--- config.mk ---
export PLATFORM = sky130hd
export DESIGN_NAME = cmp_arbiter
export DESIGN_NICKNAME = d
export VERILOG_FILES = /design/src/rtl/cmp_arbiter_pkg.sv /design/src/rtl/cmp_arbiter_comparison_unit.sv /design/src/rtl/cmp_arbiter.sv
export SDC_FILE = /design/constraint.sdc
export NUM_CORES = 1
export LEC_CHECK = 0
export CAP_MARGIN = 20
export CORE_MARGIN = 2
export CORE_UTILIZATION = 37
export DETAILED_ROUTE_END_ITERATION = 10
export DONT_BUFFER_PORTS = 1
export GPL_TIMING_DRIVEN = 0
export PLACE_DENSITY = 0.51
export SYNTH_ARGS = -nofsm -noshare
export SYNTH_HDL_FRONTEND = slang
export SYNTH_HIERARCHICAL = 1
export SYNTH_SLANG_ARGS = --single-unit
--- constraint.sdc ---
create_clock -name clk -period 6.3 [get_ports clk]
set_input_delay 0.63 -clock clk [delete_from_list [all_inputs] [get_ports clk]]
set_output_delay 0.63 -clock clk [all_outputs]
set_load 0.02 [all_outputs]
--- src/rtl/cmp_arbiter_pkg.sv ---
// cmp_arbiter_pkg: shared types and the round-robin pick helper for cmp_arbiter
package cmp_arbiter_pkg;
  localparam int CMP_MAX_REQ = 32;
  localparam int CMP_TAG_MAX_W = 16;
  typedef logic [31:0] word;
  typedef struct packed {
    logic mode;
    logic un;
    logic neg;
  } comparison_op_t;
  typedef struct packed {
    word a;
    word b;
    comparison_op_t op;
    logic [CMP_TAG_MAX_W-1:0] tag;
  } cmp_req_t;
  // First asserted bit of valid[n-1:0] scanning upward from ptr with wrap; one-hot or zero.
  function automatic logic [CMP_MAX_REQ-1:0] rr_pick(input logic [CMP_MAX_REQ-1:0] valid,
                                                     input int unsigned ptr, input int unsigned n);
    logic [CMP_MAX_REQ-1:0] g;
    int unsigned idx;
    g = '0;
    for (int unsigned k = 0; k < CMP_MAX_REQ; k++) begin
      if (k < n) begin
        idx = (ptr + k >= n) ? ptr + k - n : ptr + k;
        if (g == '0 && valid[idx]) g[idx] = 1'b1;
      end
    end
    return g;
  endfunction
endpackage

--- src/rtl/cmp_arbiter_comparison_unit.sv ---
// comparison_unit: 1-bit compare of a/b under op {mode,un,neg}
// Ports: a, b operands; op selects eq (mode=0) or signed/unsigned lt (mode=1); neg inverts; result out.
module comparison_unit
  import cmp_arbiter_pkg::*;
(
  input  word            a,
  input  word            b,
  input  comparison_op_t op,
  output logic           result
);
  logic base;
  always_comb begin
    base = !op.mode ? (a == b) : op.un ? (a < b) : ($signed(a) < $signed(b));
    result = base ^ op.neg;
  end
endmodule

--- src/rtl/cmp_arbiter.sv ---
// cmp_arbiter: shares one comparison_unit between N_REQ requesters through a single registered slot
// Ports: clk; reset (async, active-high); per requester req_valid/req_ready/req_a/req_b/req_op/req_tag
// and rsp_valid/rsp_ready; shared rsp_result/rsp_tag; busy while the slot holds a request.
// Build option: define CMP_ARB_FIXED_PRIO_EN for lowest-index-wins priority instead of round-robin.
module cmp_arbiter
  import cmp_arbiter_pkg::*;
#(
  parameter int N_REQ = 2,
  parameter int TAG_W = 4
) (
  input  logic                            clk,
  input  logic                            reset,
  input  logic           [N_REQ-1:0]            req_valid,
  output logic           [N_REQ-1:0]            req_ready,
  input  word            [N_REQ-1:0]            req_a,
  input  word            [N_REQ-1:0]            req_b,
  input  comparison_op_t [N_REQ-1:0]            req_op,
  input  logic           [N_REQ-1:0][TAG_W-1:0] req_tag,
  output logic           [N_REQ-1:0]            rsp_valid,
  input  logic           [N_REQ-1:0]            rsp_ready,
  output logic                            rsp_result,
  output logic           [TAG_W-1:0]            rsp_tag,
  output logic                            busy
);
  localparam int OW = $clog2(N_REQ);
  logic                   slot_valid;
  logic [OW-1:0]          owner;
  logic [OW-1:0]          win;
  cmp_req_t               slot;
  logic                   drain;
  logic                   can_accept;
  logic                   cmp_out;
  logic                   unused_bits;
  logic [CMP_MAX_REQ-1:0] pick;
  logic [N_REQ-1:0]       grant;
`ifdef CMP_ARB_FIXED_PRIO_EN
  assign pick = rr_pick(CMP_MAX_REQ'(req_valid), 0, N_REQ);
`else
  logic [OW-1:0] rr_ptr;
  assign pick = rr_pick(CMP_MAX_REQ'(req_valid), 32'(rr_ptr), N_REQ);
  always_ff @(posedge clk or posedge reset)
    if (reset) rr_ptr <= '0;
    else if (|grant) rr_ptr <= (32'(win) == N_REQ - 1) ? '0 : win + OW'(1);
`endif
  // A draining slot can be refilled in the same cycle, so there is no bubble at full rate.
  assign drain = slot_valid && rsp_ready[owner];
  assign can_accept = !slot_valid || drain;
  assign grant = (can_accept && !reset) ? pick[N_REQ-1:0] : '0;
  assign req_ready = grant;
  always_comb begin
    win = '0;
    for (int i = 0; i < N_REQ; i++) win = grant[i] ? OW'(i) : win;
  end
  always_ff @(posedge clk or posedge reset)
    if (reset) begin
      slot_valid <= 1'b0;
      owner <= '0;
      slot <= '0;
    end else if (|grant) begin
      slot_valid <= 1'b1;
      owner <= win;
      slot <= '{a: req_a[win], b: req_b[win], op: req_op[win], tag: CMP_TAG_MAX_W'(req_tag[win])};
    end else if (drain) slot_valid <= 1'b0;
  comparison_unit u_cmp (
    .a     (slot.a),
    .b     (slot.b),
    .op    (slot.op),
    .result(cmp_out)
  );
  always_comb
    for (int i = 0; i < N_REQ; i++) rsp_valid[i] = slot_valid && owner == OW'(i);
  // Gated so the bus reads 0 when idle; the zeroed slot would otherwise compare equal.
  assign rsp_result = slot_valid & cmp_out;
  assign rsp_tag = slot.tag[TAG_W-1:0];
  assign busy = slot_valid;
  assign unused_bits = ^{pick[CMP_MAX_REQ-1:N_REQ], slot.tag[CMP_TAG_MAX_W-1:TAG_W]};
endmodule

======== Word-level counts from Yosys, hierarchy flattened ========
Index checks and enable logic that the tools add are counted.
operators by class
  order comparisons ....................... 10
  equality and inequality tests ........... 1
  bitwise operators ....................... 4
  reductions and logical operators ........ 13
  add/sub/neg operators ................... 4
  multiplexer cells ....................... 29
operators with widths
  operator                                                                       count
  32-bit two-way mux                                                             7
  32-bit by 1-bit >= comparator with 1-bit output, second input constant         2
  32-bit less-than comparator                                                    2
  32-bit by 6-bit less-than comparator with 1-bit output, second input constant  2
  32-bit equality test                                                           1
  32-bit by 2-bit >= comparator with 1-bit output, second input constant         1
  32-bit zero test                                                               1
  32-bit by 2-bit subtractor with 32-bit output, second input constant           1
  1-bit two-way mux                                                              12
  1-bit binary-select mux with 5-bit select                                      2
  1-bit demux with 5-bit select                                                  2
  4-bit two-way mux                                                              2
  1-bit logical AND                                                              7
  3-bit two-way mux                                                              2
  1-bit by 2-bit less-than comparator with 1-bit output, second input constant   2
  2-bit two-way mux                                                              2
  1-bit by 2-bit subtractor with 3-bit output, second input constant             1
  1-bit by 1-bit adder with 2-bit output, second input constant                  1
  1-bit by 2-bit >= comparator with 1-bit output, second input constant          1
  1-bit zero test                                                                2
  2-bit bitwise OR                                                               1
  2-bit nonzero test                                                             1
  2-bit OR reduction                                                             1
  1-bit adder, second input constant                                             1
  4 further kinds                                                                4
storage, ports and cells
  register bits ........................... 74
  bits of input ports ..................... 148
  output and inout bits ................... 10
  word-level logic and storage cells ...... 70

======== Logic depth before layout (Yosys ltp) ========
  depth in word-level cells ............... 14
  gate-level depth with buffers ........... 9
  mapped depth without buffers ............ 9

======== Hierarchy ========
The synthesis kept the hierarchy.
modules (own cells, without submodules)
  module           cells an instance  area each (µm²)  sequential area each (µm²)  instances
  cmp_arbiter      283                3438.3           1851.8                      1
  comparison_unit  119                903.4            0.0                         1

======== Worst setup path before layout ========
Ideal clock, no wire load.
  path kind ............................... register to output
  from .................................... reg slot[64] in the netlist's numbering
  to ...................................... out rsp_result
  setup slack ............................. 3589 ps
  arrival time ............................ 2081 ps
  stages on the path, launching flop included .. 9
  buffers on the path ..................... 0
  required time ........................... 5670 ps
  cell sequence ........................... dfrtp_1 ha_1 a21o_1 a21oi_2 o221ai_2 a2111oi_2 mux2i_1 xor2_1 and2_1
between the ends
  word-level cells in the longest chain between the ends .. 5
  elaborated cells between the ends (all ways) .. 7
  classes of those cells .................. 2 x order compare; 1 x eq/ne; 2 x mux; 2 x bitwise
RTL lines
  element                      line                               source
  start: declaration           cmp_arbiter.sv:29                  cmp_req_t slot;
  start signal: assignment     cmp_arbiter.sv:62                  slot <= '{a: req_a[win], b: req_b[win], op: req_op[win], tag: CMP_TAG_MAX_W'(req_tag[win])};
  32-bit less-than comparator  cmp_arbiter_comparison_unit.sv:13  base = !op.mode ? (a == b) : op.un ? (a < b) : ($signed(a) < $signed(b));
  1-bit two-way mux            cmp_arbiter_comparison_unit.sv:13
  1-bit two-way mux (*)        cmp_arbiter_comparison_unit.sv:13
  1-bit bitwise XOR (*)        cmp_arbiter_comparison_unit.sv:14  result = base ^ op.neg;
  net cmp_out                  cmp_arbiter.sv:32                  logic cmp_out;
  1-bit bitwise AND (*)        cmp_arbiter.sv:73                  assign rsp_result = slot_valid & cmp_out;
  end: declaration             cmp_arbiter.sv:21                  output logic rsp_result,
The timed path passes the listed nets; every way through them passes the cells marked *.

======== Final worst setup path ========
  from .................................... reg slot[70] in the netlist's numbering
  to ...................................... out rsp_result
Same word-level chain as after synthesis.

==> out/results.ini <==
[status]
status = finished, final reports clean

[sta]
setup_viol = 0
slew_headroom_pct = 47.5
hold_violations = 0
tns_ps = 0
worst_slew_pin_slew_ps = 788
drv_slew = 0
fmax_mhz = 295
finClkSkew_ps = 3.48
fin_crit_sh_pct = 53.8
finalCriticalPeriod_ps = 3390
rsz0062_at_grt = no

[placement]
dp_hpwl_um = 9290
portBuffers = 0
gp_congestion = 0.835

[floorplan]
die_width_um = 112
core_area_mm2 = 0.0114
start_util_pct = 38.0
dieArea_mm2 = 0.0126
die_h_um = 112
rows = 39
io_pins = 158

[synth]
synth_fp_nets = 582
ys_top_cells_by_area = dfrtp_1 43%, a2bb2oi_1 14%, o32ai_1 14%
synth_ff_type = dfrtp_1
synth_adder_area_share_pct = 9.22
yosys_warnings = 6
synthCells = 402
yosys.area.top_type = dfrtp_1
ys_ff_latch = 74
synth_top_family_by_area = compound AO/OA/AOI/OAI gates
synth_top_area_share_pct = 42.7
synth_simple_gate_area_share_pct = 5.07
synth.avg_cell_area_um2 = 10.8
synthXorXnorAreaFrac_pct = 0.202
muxShareOfSynthArea_pct = 0.461
synthDistinctLibCells = 41
synth_edf_count = 0
syn_area_mm2 = 0.00434
async_reset_ff_share_pct = 100
synth-compound-area-share_pct = 34.9
seq_area_frac_synth_pct = 42.7

[flow_run]
maxCapViolCount = 0

[worst_setup_path]
crit_arrival_ps = 2760
r2r_end = slot[69]$_DFFE_PP0P_
r2r-start = busy$_DFFE_PP0P_
worstSetupEndpointType = output port
worst-r2r-cell-count = 4
crit_slowest_cell = dfrtp_1
worstPathMaxFanout = 3
slowest_delay_ps = 400
crit_chain = ha_1, a41o_1, a21oi_1, nor4_1, a2111oi_2, mux2i_1, xor2_1, and2_1
r2r_setup_slack_ps = 4110
start_kind = flop
worst-endpoint-required_ps = 5670
worstSetupPathType = reg -> out

[clock_network]
cts_sinks = 74
clk_pin_slew_ps = 60
clockRootBuffer = clkbuf_16
cts_buffers = 9
post-cts-setup-buffer-count = 0
ctsHoldBuffers = 0
ctsResizeCount = 0
cts_buffer_depth = 2
cts_tree = yes
insertion_delay_ps = 340
htreeDepth = 3

[detailed_routing]
first_pass_iters = 4
drt-initial-drc-count = 167
vias = 3470
drt-vias-per-instance = 6.17
post-route-drc-count = 0
ant_nets = 0
wl_per_cell_um = 22.7
wirelength_um = 12800

[global_route]
grt_max_degree = 63
grt_pass1_wl_um = 19700
antenna_found_initial = 0
gr-total-overflow = 0
grt_pass1_vias = 3403
grt_usage_pct = 20.5

[finish]
area_growth_pct = 11.7
drive_gt1_share_pct = 9.07
diodes = 0
nets = 594

[power]
vdd_ir_drop_max_mv = 0.206
power.leakage_nw = 2.05
power_density_mw_per_mm2 = 415
power.total_mw = 2.01

[worst_hold_path]
hp-class = in -> async

[state kept, by name (all words and copies together) (netlist names)]
| register | cells |
|---|---|
| busy | 1 |
| owner | 1 |
| rr_ptr | 1 |
| rsp_tag | 4 |
| slot | 67 |
[how the worst max path moves through the flow]
stage / startpoint / to
2_1_floorplan: slot[64]$_DFFE_PP0P_ / rsp_result
3_3_place_gp: reset / slot[55]$_DFFE_PP0P_
3_5_place_dp: slot[70]$_DFFE_PP0P_ / rsp_result
4_1_cts: slot[70]$_DFFE_PP0P_ / rsp_result
5_1_grt: slot[32]$_DFFE_PP0P_ / rsp_result
6_report: slot[70]$_DFFE_PP0P_ / rsp_result
[power by group]
group | total, mW | internal (mW) | switching [mW]
logic | 0.773 | 0.351 | 0.423
clock network | 0.527 | 0.328 | 0.199
registers | 0.710 | 0.617 | 0.0927
[worst max-delay path: cells and delay by family, from the launching register on]
family,cells,cell delay (ps)
simple gates,2,360
compound gates,3,800
xor+xnor,1,220
mux,1,310
fa+ha+maj,1,330
flops,1,400
[cells by family (layout without fill, tap and decap cells)]
family,after synthesis,after routing
DFF,74,74
muxes,2,2
AOI/OAI and AO/OA,180,180
xor gates and xnor gates,1,1
and+or+nand+nor,34,34
adders and majority gates,32,32
buffers and inverters,79,96
[layer usage]
| layer | share of wire [%] | global-route usage, % | vias to the layer above |
|---|---|---|---|
| li1 | - | - | 1645 |
| met1 | 47 | 28.7 | 1709 |
| met2 | 46 | 31.8 | 111 |
| met3 | 6.4 | 6.37 | 5 |
| met4 | 0.69 | 3.90 | 0 |
| met5 | 0 | 0 | - |
[synth_stat cells, types with 5 or more instances]
master and n:
nor2_1 5, clkbuf_1 30, a2bb2oi_1 71, inv_1 35
dfrtp_1 74, a21o_1 5, a21oi_1 15, nand2_1 7
o32ai_1 71, buf_2 8, buf_4 5, ha_1 32
[cell usage in the layout (no fill, tap or decap), drive strengths merged, types with 2 or more instances in the layout]
master,instances
o32ai,71
nor3,3
mux2i,2
a2111oi,2
a21oi,16
nand4,7
clkbuf,44
nand2b,2
o21ai,3
a211oi,2
inv,36
nor4,2
nor2b,4
ha,32
a21o,5
nor2,5
dfrtp,74
o21a,2
a2bb2oi,71
buf,14
nand2,7
and2,2
[area by class of cell]
cell class	count	area [µm²]
clock buffer	14	264
sequential	74	1850
multi-input combinational	249	2160
buffer	43	190
tap	143	179
inverter	36	138
timing repair buffer	1	27.5
clock inverter	2	35.0
fill	1143	6570
[per-stage QoR]
step / worst slack, ps / instances / utilization (%) / instance area [µm²] / hold slack (ps)
2_1_floorplan: 3590 / 402 / - / 4340 / 505
3_3_place_gp: 2750 / 545 / 39.6 / 4520 / 521
3_5_place_dp: 3250 / 546 / 39.9 / 4550 / 442
4_1_cts: 2870 / 562 / 42.5 / 4850 / 73.1
5_1_grt: 2700 / 562 / 42.5 / 4850 / 77.3
6_report: 2910 / 562 / 42.5 / 4850 / 81.1
Power figures use the tool's default switching activity.
